File: config.mk
export PLATFORM = sky130hd
export DESIGN_NAME = decode_queue
export DESIGN_NICKNAME = d
export VERILOG_FILES = /design/src/rtl/decode_queue.sv
export SDC_FILE = /design/constraint.sdc
export NUM_CORES = 1
export LEC_CHECK = 0
export ABC_AREA = 1
export CELL_PAD_IN_SITES_DETAIL_PLACEMENT = 1
export CELL_PAD_IN_SITES_GLOBAL_PLACEMENT = 1
export CORE_ASPECT_RATIO = 1.4
export CORE_MARGIN = 4
export CORE_UTILIZATION = 34
export CTS_BUF_LIST = sky130_fd_sc_hd__clkbuf_4
export CTS_CLUSTER_SIZE = 28
export DETAILED_ROUTE_END_ITERATION = 16
export GPL_TIMING_DRIVEN = 1
export PLACE_DENSITY = 0.89
export SKIP_CTS_REPAIR_TIMING = 1
export SLEW_MARGIN = 20
export SYNTH_ARGS = -nofsm -noshare
export SYNTH_HDL_FRONTEND = slang
export SYNTH_SLANG_ARGS = --single-unit
File: constraint.sdc
create_clock -name clk -period 9.7 [get_ports clk]
set_input_delay 1.94 -clock clk [delete_from_list [all_inputs] [get_ports clk]]
set_output_delay 1.94 -clock clk [all_outputs]
set_load 0.05 [all_outputs]
File: src/rtl/decode_queue.sv
// Decode-on-entry instruction queue: LEGv8-subset decode into a DEPTH-entry FIFO, one-cycle push-to-head latency.
// Backpressure: in_ready drops when full, during flush and in reset; there is no write-through when full.
module decode_queue #(
  parameter int XLEN  = 64,
  parameter int DEPTH = 2,
  parameter int CNT_W = 8
) (
  input  logic             clk,
  input  logic             reset_n,
  input  logic             flush,
  input  logic             in_valid,
  output logic             in_ready,
  input  logic [31:0]      in_inst,
  input  logic [XLEN-1:0]  in_pc,
  output logic             out_valid,
  input  logic             out_ready,
  output logic [3:0]       out_opcode,
  output logic [XLEN-1:0]  out_imm12,
  output logic [XLEN-1:0]  out_imm26,
  output logic [XLEN-1:0]  out_imm19,
  output logic [XLEN-1:0]  out_imm9,
  output logic [5:0]       out_shamt,
  output logic [4:0]       out_rm,
  output logic [4:0]       out_rn,
  output logic [4:0]       out_rd,
  output logic [XLEN-1:0]  out_pc,
  output logic             out_illegal,
  output logic [CNT_W-1:0] illegal_cnt
);
  localparam logic [3:0] OP_ADDI = 4'd1;
  localparam logic [3:0] OP_ADDS = 4'd2;
  localparam logic [3:0] OP_BLT  = 4'd3;
  localparam logic [3:0] OP_B    = 4'd4;
  localparam logic [3:0] OP_CBZ  = 4'd5;
  localparam logic [3:0] OP_LDUR = 4'd6;
  localparam logic [3:0] OP_LSL  = 4'd7;
  localparam logic [3:0] OP_LSR  = 4'd8;
  localparam logic [3:0] OP_MUL  = 4'd9;
  localparam logic [3:0] OP_STUR = 4'd10;
  localparam logic [3:0] OP_SUBS = 4'd11;
  localparam logic [3:0] OP_INV  = 4'd12;
  localparam logic [3:0] OP_CBNZ = 4'd13;
  localparam logic [3:0] OP_SUBI = 4'd14;

  localparam int PW = (DEPTH > 1) ? $clog2(DEPTH) : 1;
  localparam int CW = $clog2(DEPTH + 1);

  typedef struct packed {
    logic [3:0]      opcode;
    logic [XLEN-1:0] imm12;
    logic [XLEN-1:0] imm26;
    logic [XLEN-1:0] imm19;
    logic [XLEN-1:0] imm9;
    logic [5:0]      shamt;
    logic [4:0]      rm;
    logic [4:0]      rn;
    logic [4:0]      rd;
    logic [XLEN-1:0] pc;
  } bundle_t;

  bundle_t       dec;
  bundle_t       head;
  bundle_t       mem [DEPTH];
  logic [PW-1:0] wp;
  logic [PW-1:0] rp;
  logic [CW-1:0] count;
  logic          push;
  logic          pop;

  function automatic logic [PW-1:0] ptr_next(input logic [PW-1:0] p);
    return (p == PW'(DEPTH - 1)) ? '0 : p + PW'(1);
  endfunction

  always_comb begin
    dec        = '0;
    dec.imm12  = XLEN'(in_inst[21:10]);
    dec.imm26  = XLEN'($signed(in_inst[25:0]));
    dec.imm19  = XLEN'($signed(in_inst[23:5]));
    dec.imm9   = XLEN'($signed(in_inst[20:12]));
    dec.shamt  = in_inst[15:10];
    dec.rm     = in_inst[20:16];
    dec.rn     = in_inst[9:5];
    dec.rd     = in_inst[4:0];
    dec.pc     = in_pc;
    if (in_inst[31:26] == 6'h05)                            dec.opcode = OP_B;
    else if (in_inst[31:24] == 8'hB4)                       dec.opcode = OP_CBZ;
    else if (in_inst[31:24] == 8'hB5)                       dec.opcode = OP_CBNZ;
    else if (in_inst[31:24] == 8'h54 && in_inst[4:0] == 5'h0B) dec.opcode = OP_BLT;
    else if (in_inst[31:22] == 10'h244)                     dec.opcode = OP_ADDI;
    else if (in_inst[31:22] == 10'h344)                     dec.opcode = OP_SUBI;
    else begin
      case (in_inst[31:21])
        11'h69A: dec.opcode = OP_LSR;
        11'h69B: dec.opcode = OP_LSL;
        11'h758: dec.opcode = OP_SUBS;
        11'h7C0: dec.opcode = OP_STUR;
        11'h7C2: dec.opcode = OP_LDUR;
        11'h558: dec.opcode = OP_ADDS;
        // MUL is only well-formed with the fixed 0x1F field; anything else is silently illegal
        11'h4D8: dec.opcode = (in_inst[15:10] == 6'h1F) ? OP_MUL : OP_INV;
        default: dec.opcode = OP_INV;
      endcase
    end
  end

  assign in_ready  = reset_n && !flush && (count < CW'(DEPTH));
  assign out_valid = (count != '0);
  assign push      = in_valid && in_ready;
  assign pop       = out_valid && out_ready;

  always_ff @(posedge clk or negedge reset_n) begin
    if (!reset_n) begin
      for (int i = 0; i < DEPTH; i++) mem[i] <= '0;
    end else if (push) begin
      mem[wp] <= dec;
    end
  end

  always_ff @(posedge clk or negedge reset_n) begin
    if (!reset_n) begin
      wp    <= '0;
      rp    <= '0;
      count <= '0;
    end else if (flush) begin
      wp    <= '0;
      rp    <= '0;
      count <= '0;
    end else begin
      if (push) wp <= ptr_next(wp);
      if (pop)  rp <= ptr_next(rp);
      if (push && !pop)      count <= count + CW'(1);
      else if (pop && !push) count <= count - CW'(1);
    end
  end

  always_ff @(posedge clk or negedge reset_n) begin
    if (!reset_n) begin
      illegal_cnt <= '0;
    end else if (push && dec.opcode == OP_INV && illegal_cnt != '1) begin
      illegal_cnt <= illegal_cnt + CNT_W'(1);
    end
  end

  assign head        = mem[rp];
  assign out_opcode  = head.opcode;
  assign out_imm12   = head.imm12;
  assign out_imm26   = head.imm26;
  assign out_imm19   = head.imm19;
  assign out_imm9    = head.imm9;
  assign out_shamt   = head.shamt;
  assign out_rm      = head.rm;
  assign out_rn      = head.rn;
  assign out_rd      = head.rd;
  assign out_pc      = head.pc;
  assign out_illegal = (head.opcode == OP_INV);
endmodule

==> impl_results.md, run 1 <==
* Power density over the cells at 405 nW/um2
* GPL Wtd Cong at 0.822
* Via-per-instance ratio at 4.63
* Max rail drop VDD at 0.264 mV
* Max incr delay on CP at 0.84 ns
* Inserted Clock Buffers at 17
* Status: finished clean
* Grt ovf at 0
* Initial antenna violation count at 1
* Final setup TNS at 0 ns
* Required @ worst endpoint at 7.76 ns
* Area Growth Syn to Fin at 27.9%
* Syn_area_per_cell at 7.69 um2
* Setup crit start: rp$_DFFE_PN0P_
* Internal power consumption at 2460 uW
* Top routing layer in use: met4
* CP cell instances: buf_4 -> inv_1 -> nand2_1 -> nand2_1 -> nor3_1 -> clkdlybuf4s50_1
* Worst path top cell family by delay: buffers and inverters
* Final Slew Violations at 0
* Mapped Area at 11,100 um2
* Vias in the first global route at 10.2k
* Fin util at 0.440
* Fin nets at 1,724
* R2r startpoint: count[1]$_DFFE_PN0P_
* CTS tree: built
* Yosys warnings at 0
* Num rows at 78
* Clock-pin slew on the worst setup and hold paths at 0.17 ns
* Syn Inst Count at 1,449
* Port-buffer cells at 404
* Worst setup path endpoint: out_illegal
* Worst hold path depth at 2
* Tightest Pin Transition at 0.984 ns
* Layout cell share with drive strength beyond 1 at 0.0489
* DRT iter0 DRCs at 363
* Combinational share of power at 0.690
* Seq pwr share at 0.229
* Tmin final at 5.62 ns
* Routed Antenna Nets at 0
* Ports at 457
* CP arrival at 3.68 ns
* Via Count at 9,615
* Slew Limit Headroom at 0.344
* Worst R2R Path Depth at 7
* Worst setup SP type: register
* Chip width at 161 um
* Crit-path max FO at 99
* Worst skew pair latency at 0.60 ns
* DRT Pass-1 Iters at 5
* Tot GR Track Use at 0.186
* WP buf/inv at 3
* Reg2Reg Setup Slack at 6.59 ns
* Wire length on met2 at 18,100 um
* Seq/Total Area, Yosys at 0.449
* CTS HTree Levels at 4
* Die area at 35,800 um2
* Met1 wire length at 13,000 um
* Final Hold Vio Count at 0
* Core Box Area at 32,400 um2
* Synth Register Bits at 200
* Type of element capturing the critical path: output pin
* Root Buffer: clkbuf_4
* Pin count of the biggest net entering global routing at 129
* Switch Pwr at 3310 uW
* Worst Hold Class: reg2reg
* Max-Cap Viols at 0
* RSZ-0062 raised after global routing: false
* # DRC at 0
* Switching share of power at 0.574
* Reg-to-Reg End: mem[4]$_DFFE_PN0P_
* CTS Sinks at 200
* Setup-failing EPs final at 0
* Leak at 0.00656 uW
* Setup CP Type: reg2out
* Die height at 222 um
* Critical Path Stages at 6
* Max Root-Sink Buffers at 2
* Routed wire per std cell at 16.7 um
* Total Wirelength at 34,600 um
* Detailed placement HPWL at 25,800 um
* Met3 Wirelength at 2250 um
* Final period utilization at 0.579
* Most used cell, CP: nand2_1
* Setup WS post-layout at 4.08 ns
* Yosys cell types at 31
* Max Clock Skew at 0.0240 ns
* Place WS at 4.23 ns
* Worst path slowest cell: clkdlybuf4s50_1
* First-pass GRT wire length at 53,900 um
* Max Freq at 178 MHz
* Initial Util at 0.344
* Clock share of power at 0.081
cells by family after synthesis:
kind of cell             count (synthesis)  synth area share
XOR/XNOR                                 6           0.00472
AND/OR/NAND/NOR                        601             0.218
adder cells (fa/ha/maj)                  1           0.00112
flip-flops                             200             0.449
AO/OA/AOI/OAI                          204            0.0923
other                                    1          0.000336
buffers and inverters                  436             0.234
worst register-to-register path, cell delays in order (launching register included):
cell and delay, ns:
dfrtp_1 0.42, nor2_1 0.15, nand2_1 0.22, nor2_4 0.57, clkinv_2 0.76, buf_4 0.59, nand2_1 0.22, nand2_1 0.07
layout by cell type (no fill, tap or decap), types with 2 or more instances in the layout:
master and instances:
clkbuf_4 18, nand2_2 7, clkinvlp_4 3, nor2_4 4, nor2_1 33, clkinv_2 2
nand2_1 509, buf_12 2, inv_1 116, clkinv_4 2, xnor2_1 2, o21ai_0 196
inv_2 7, dfrtp_1 199, clkdlybuf4s50_1 403, nand3_2 4, nand3_1 21, bufinv_16 2
inv_8 2, buf_4 7, a21oi_1 2, nor2_2 5, o21ai_2 2, conb_1 52
nor3_1 2, inv_6 4, xor2_1 4, nand4_1 11
cell usage after synthesis, drive strengths merged:
library cell,instances,area share
a21oi,2,0.00090
a32o,1,0.00090
buf,274,0.18
clkbuf,38,0.013
conb,1,0.00034
dfrtp,200,0.45
ha,1,0.0011
inv,124,0.042
nand2,516,0.18
nand3,26,0.015
nand3b,2,0.0017
nand4,11,0.0062
nor2,43,0.018
nor3,3,0.0018
o211ai,1,0.00067
o21ai,200,0.090
xnor2,2,0.0016
xor2,4,0.0031
layer usage:
metal | vias to the layer above | track usage
met3 | 65 | 0.0464
met2 | 354 | 0.342
met4 | 0 | 0.0743
met5 | - | 0
met1 | 4690 | 0.205
li1 | 4506 | -
sequential cells by signal (all words and copies together), names as in the netlist:
| signal | flops |
|---|---|
| wp | 1 |
| illegal_cnt | 8 |
| rp | 1 |
| count | 2 |
| mem | 188 |
worst min path at each step:
stage / startpoint / endpoint
after floorplan: mem[0]$_DFFE_PN0P_ / mem[0]$_DFFE_PN0P_
after global placement: mem[63]$_DFFE_PN0P_ / mem[63]$_DFFE_PN0P_
after detailed placement: mem[29]$_DFFE_PN0P_ / mem[29]$_DFFE_PN0P_
after CTS: mem[280]$_DFFE_PN0P_ / mem[280]$_DFFE_PN0P_
after global routing: mem[22]$_DFFE_PN0P_ / mem[22]$_DFFE_PN0P_
final: mem[41]$_DFFE_PN0P_ / mem[41]$_DFFE_PN0P_
area by class of cell:
class,instances,area (um2)
well taps,440,551
clock inverters,14,163
diodes,1,2.50
repair buffers,415,4180
fillers,3943,18100
clock buffers,18,135
inverters,124,467
multi-input cells,864,3750
flip-flops and latches,200,5010
stage by stage:
stage / std cells / cell area (um2) / hold slack, ns / power [uW]
floorplan: 1500 / 11300 / 0.442 / 4580
global placement: 2041 / 13900 / 0.454 / 5240
detailed placement: 2042 / 13900 / 0.459 / 5340
CTS: 2074 / 14200 / 0.496 / 5830
global route: 2076 / 14300 / 0.527 / 6050
finish: 2076 / 14300 / 0.493 / 5770
power by group through the flow:
| stage | logic, uW | clock network (uW) | registers, uW |
|---|---|---|---|
| final | 3980 | 470 | 1320 |
| after CTS | 4010 | 494 | 1320 |
| after global routing | 4160 | 526 | 1360 |
| after global placement | 3920 | 0 | 1320 |
| after floorplan | 3270 | 0 | 1310 |
| after detailed placement | 4000 | 0 | 1340 |
Power figures use the tool's default switching activity.
==> run 2: changes to the inputs <==
- CORE_UTILIZATION: 34 -> 31
- PLACE_DENSITY: 0.89 -> 0.82
- clock period: 9.7 -> 5.6 ns (I/O delays scaled with it)
==> run 2 against run 1 <==
Critical path depth did not move. Count of clock-buffer cells in the layout rose by 1. First-iteration DRC count is 6.9% lower. Final cell count up 0.92%. Global-route usage decreased by 1.5 points. Via count is 1.5% lower. Power is 72% higher. Sequential power increased by 73%. Register-to-register slack worse by 3.2 ns. Non-clock buffer count up 1. Setup slack got worse by 3.1 ns. Highest routed layer unchanged.
==> impl_results.md, run 2 (synthesis gave the netlist of run 1 again) <==
* Status: finished clean
* Initial Util at 0.316 (-0.0280)
* Largest Register: mem
* Area Growth Syn to Fin at 28.0% (about the same)
* Worst Hold Class: in2async
* Die area at 39,100 um2 (+9.3%)
* Reg2Reg Setup Slack at 3.37 ns (-3.22 ns)
* Core Box Area at 35,300 um2 (+8.9%)
* Inserted Clock Buffers at 17 (unchanged)
* Most used cell, CP: nand2_1
* Most frequent cells in the layout: nand2_1 (509), clkdlybuf4s50_1 (403), dfrtp_1 (199)
* Setup crit start: rp$_DFFE_PN0P_
* Non-filler cells, final at 2,095 (+0.92%)
* Pin count of the biggest net entering global routing at 123 (-4.7%)
* Fin nets at 1,725 (+0.058%)
* Max Root-Sink Buffers at 2 (unchanged)
* Max incr delay on CP at 0.94 ns (+0.10 ns)
* Tightest Pin Transition at 1.08 ns (+0.0976 ns)
* Grt ovf at 0 (unchanged)
* Routed Antenna Nets at 0 (unchanged)
* Setup-failing EPs final at 0 (unchanged)
* Initial antenna violation count at 3 (+2)
* Slew Limit Headroom at 0.279 (-0.0651)
* Detailed placement HPWL at 25,400 um (-1.3%)
* RSZ-0062 raised after global routing: false
* Setup CP Type: reg2out
* Placed Cells at 2,058 (+0.78%)
* Ports at 457 (unchanged)
* WP buf/inv at 2 (-1)
* Power density over the cells at 695 nW/um2 (+72%)
* Vias in the first global route at 9,884 (-2.7%)
* Num rows at 81 (+3.8%)
* DRT Pass-1 Iters at 4 (-1)
* Routed wire per std cell at 16.5 um (-1.2%)
* Root Buffer: clkbuf_4
* GPL Wtd Cong at 0.754 (-8.3%)
* Largest register FFs at 188 (unchanged)
* Most common cell after layout, fill and taps aside: nand2_1
* Setup WS post-layout at 0.952 ns (-3.13 ns)
* CTS HTree Levels at 4 (unchanged)
* Via Count at 9,468 (-1.5%)
* CTS tree: built
* Final period utilization at 0.830
* DRT iter0 DRCs at 338 (-6.9%)
* Final Slew Violations at 0 (unchanged)
* Worst path slowest cell: dfrtp_4
* Worst skew pair latency at 0.63 ns (+0.03 ns)
* Via-per-instance ratio at 4.52 (-2.4%)
* Chip width at 168 um (+4.5%)
* Max rail drop VDD at 0.611 mV (+130%)
* Max-Cap Viols at 0 (unchanged)
* Port-buffer cells at 404 (unchanged)
* Place WS at 1.48 ns (-2.76 ns)
* CP arrival at 3.53 ns (-0.15 ns)
* Max Clock Skew at 0.0318 ns (+0.00781 ns)
* Required @ worst endpoint at 4.48 ns (-3.28 ns)
* Max Freq at 215 MHz
* CTS Sinks at 200 (unchanged)
* Worst setup SP type: register
* Worst path top cell family by delay: buffers and inverters
* R2r startpoint: count[1]$_DFFE_PN0P_
* Type of element capturing the critical path: output pin
* Tot GR Track Use at 0.172 (-0.0146)
* Total Wirelength at 34,500 um (-0.33%)
* Hold Worst Slack at 0.491 ns (-0.00271 ns)
* Clock-pin slew on the worst setup and hold paths at 0.16 ns (about the same)
* Layout cell share with drive strength beyond 1 at 0.0489 (about the same)
* # DRC at 0 (unchanged)
* Tmin final at 4.65 ns
* Final Hold Vio Count at 0 (unchanged)
* Final setup TNS at 0 ns (unchanged)
* Crit-path max FO at 73 (-26%)
* Biggest regs: mem x188, illegal_cnt x8, count x2
* Leak at 0.00655 uW (-0.14%)
* First-pass GRT wire length at 53,500 um (-0.76%)
* CP cell instances: buf_4 -> nand2_1 -> o21ai_0 -> nand2_1 -> nor3_1 -> clkdlybuf4s50_1
* Die height at 232 um (+4.6%)
-- run 2: worst reg2reg max path: stages, from the launching register on --
cell     delay (ns)
dfrtp_1        0.41
nor2_1         0.19
nand2_1        0.24
nor2_4         0.18
buf_4          0.79
nand2_1        0.25
nand2_1        0.11
-- run 2: layer usage --
metal,global-route usage,vias to the layer above,share of wire
met4,0.0584,0,0.025
met2,0.324,342,0.54
met5,0,-,0
met3,0.0519,42,0.075
met1,0.179,4580,0.36
li1,-,4504,-
-- run 2: power by group --
group	switching, uW	internal [uW]
clock network	514	234
logic	4890	1990
registers	283	2010
total	5690	4230
-- run 2: final timing paths --
check	depth (start not counted)	end
max	6	out_illegal
min	1	mem[348]$_DFFE_PN0P_
max reg2reg	6	mem[214]$_DFFE_PN0P_
min reg2reg	2	mem[28]$_DFFE_PN0P_
max in group asynchronous	2	rp$_DFFE_PN0P_
min in group clk	2	mem[28]$_DFFE_PN0P_
-- run 2: through the flow --
step                      area [um2]  utilization  total power (uW)
after floorplan                11300            -              7880
after global placement         13900        0.395              9070
after detailed placement       13900        0.395              9230
after CTS                      14200        0.403             10000
after global routing           14300        0.404             10400
final                          14300        0.405              9920
-- run 2: cell type report --
| class | instances | area (um2) |
|---|---|---|
| clock buffer | 19 | 143 |
| sequential | 200 | 5010 |
| fill | 4296 | 21000 |
| multi-input combinational | 864 | 3760 |
| tap | 456 | 571 |
| clock inverter | 13 | 120 |
| antenna | 3 | 7.51 |
| timing repair buffer | 416 | 4190 |
| inverter | 124 | 468 |
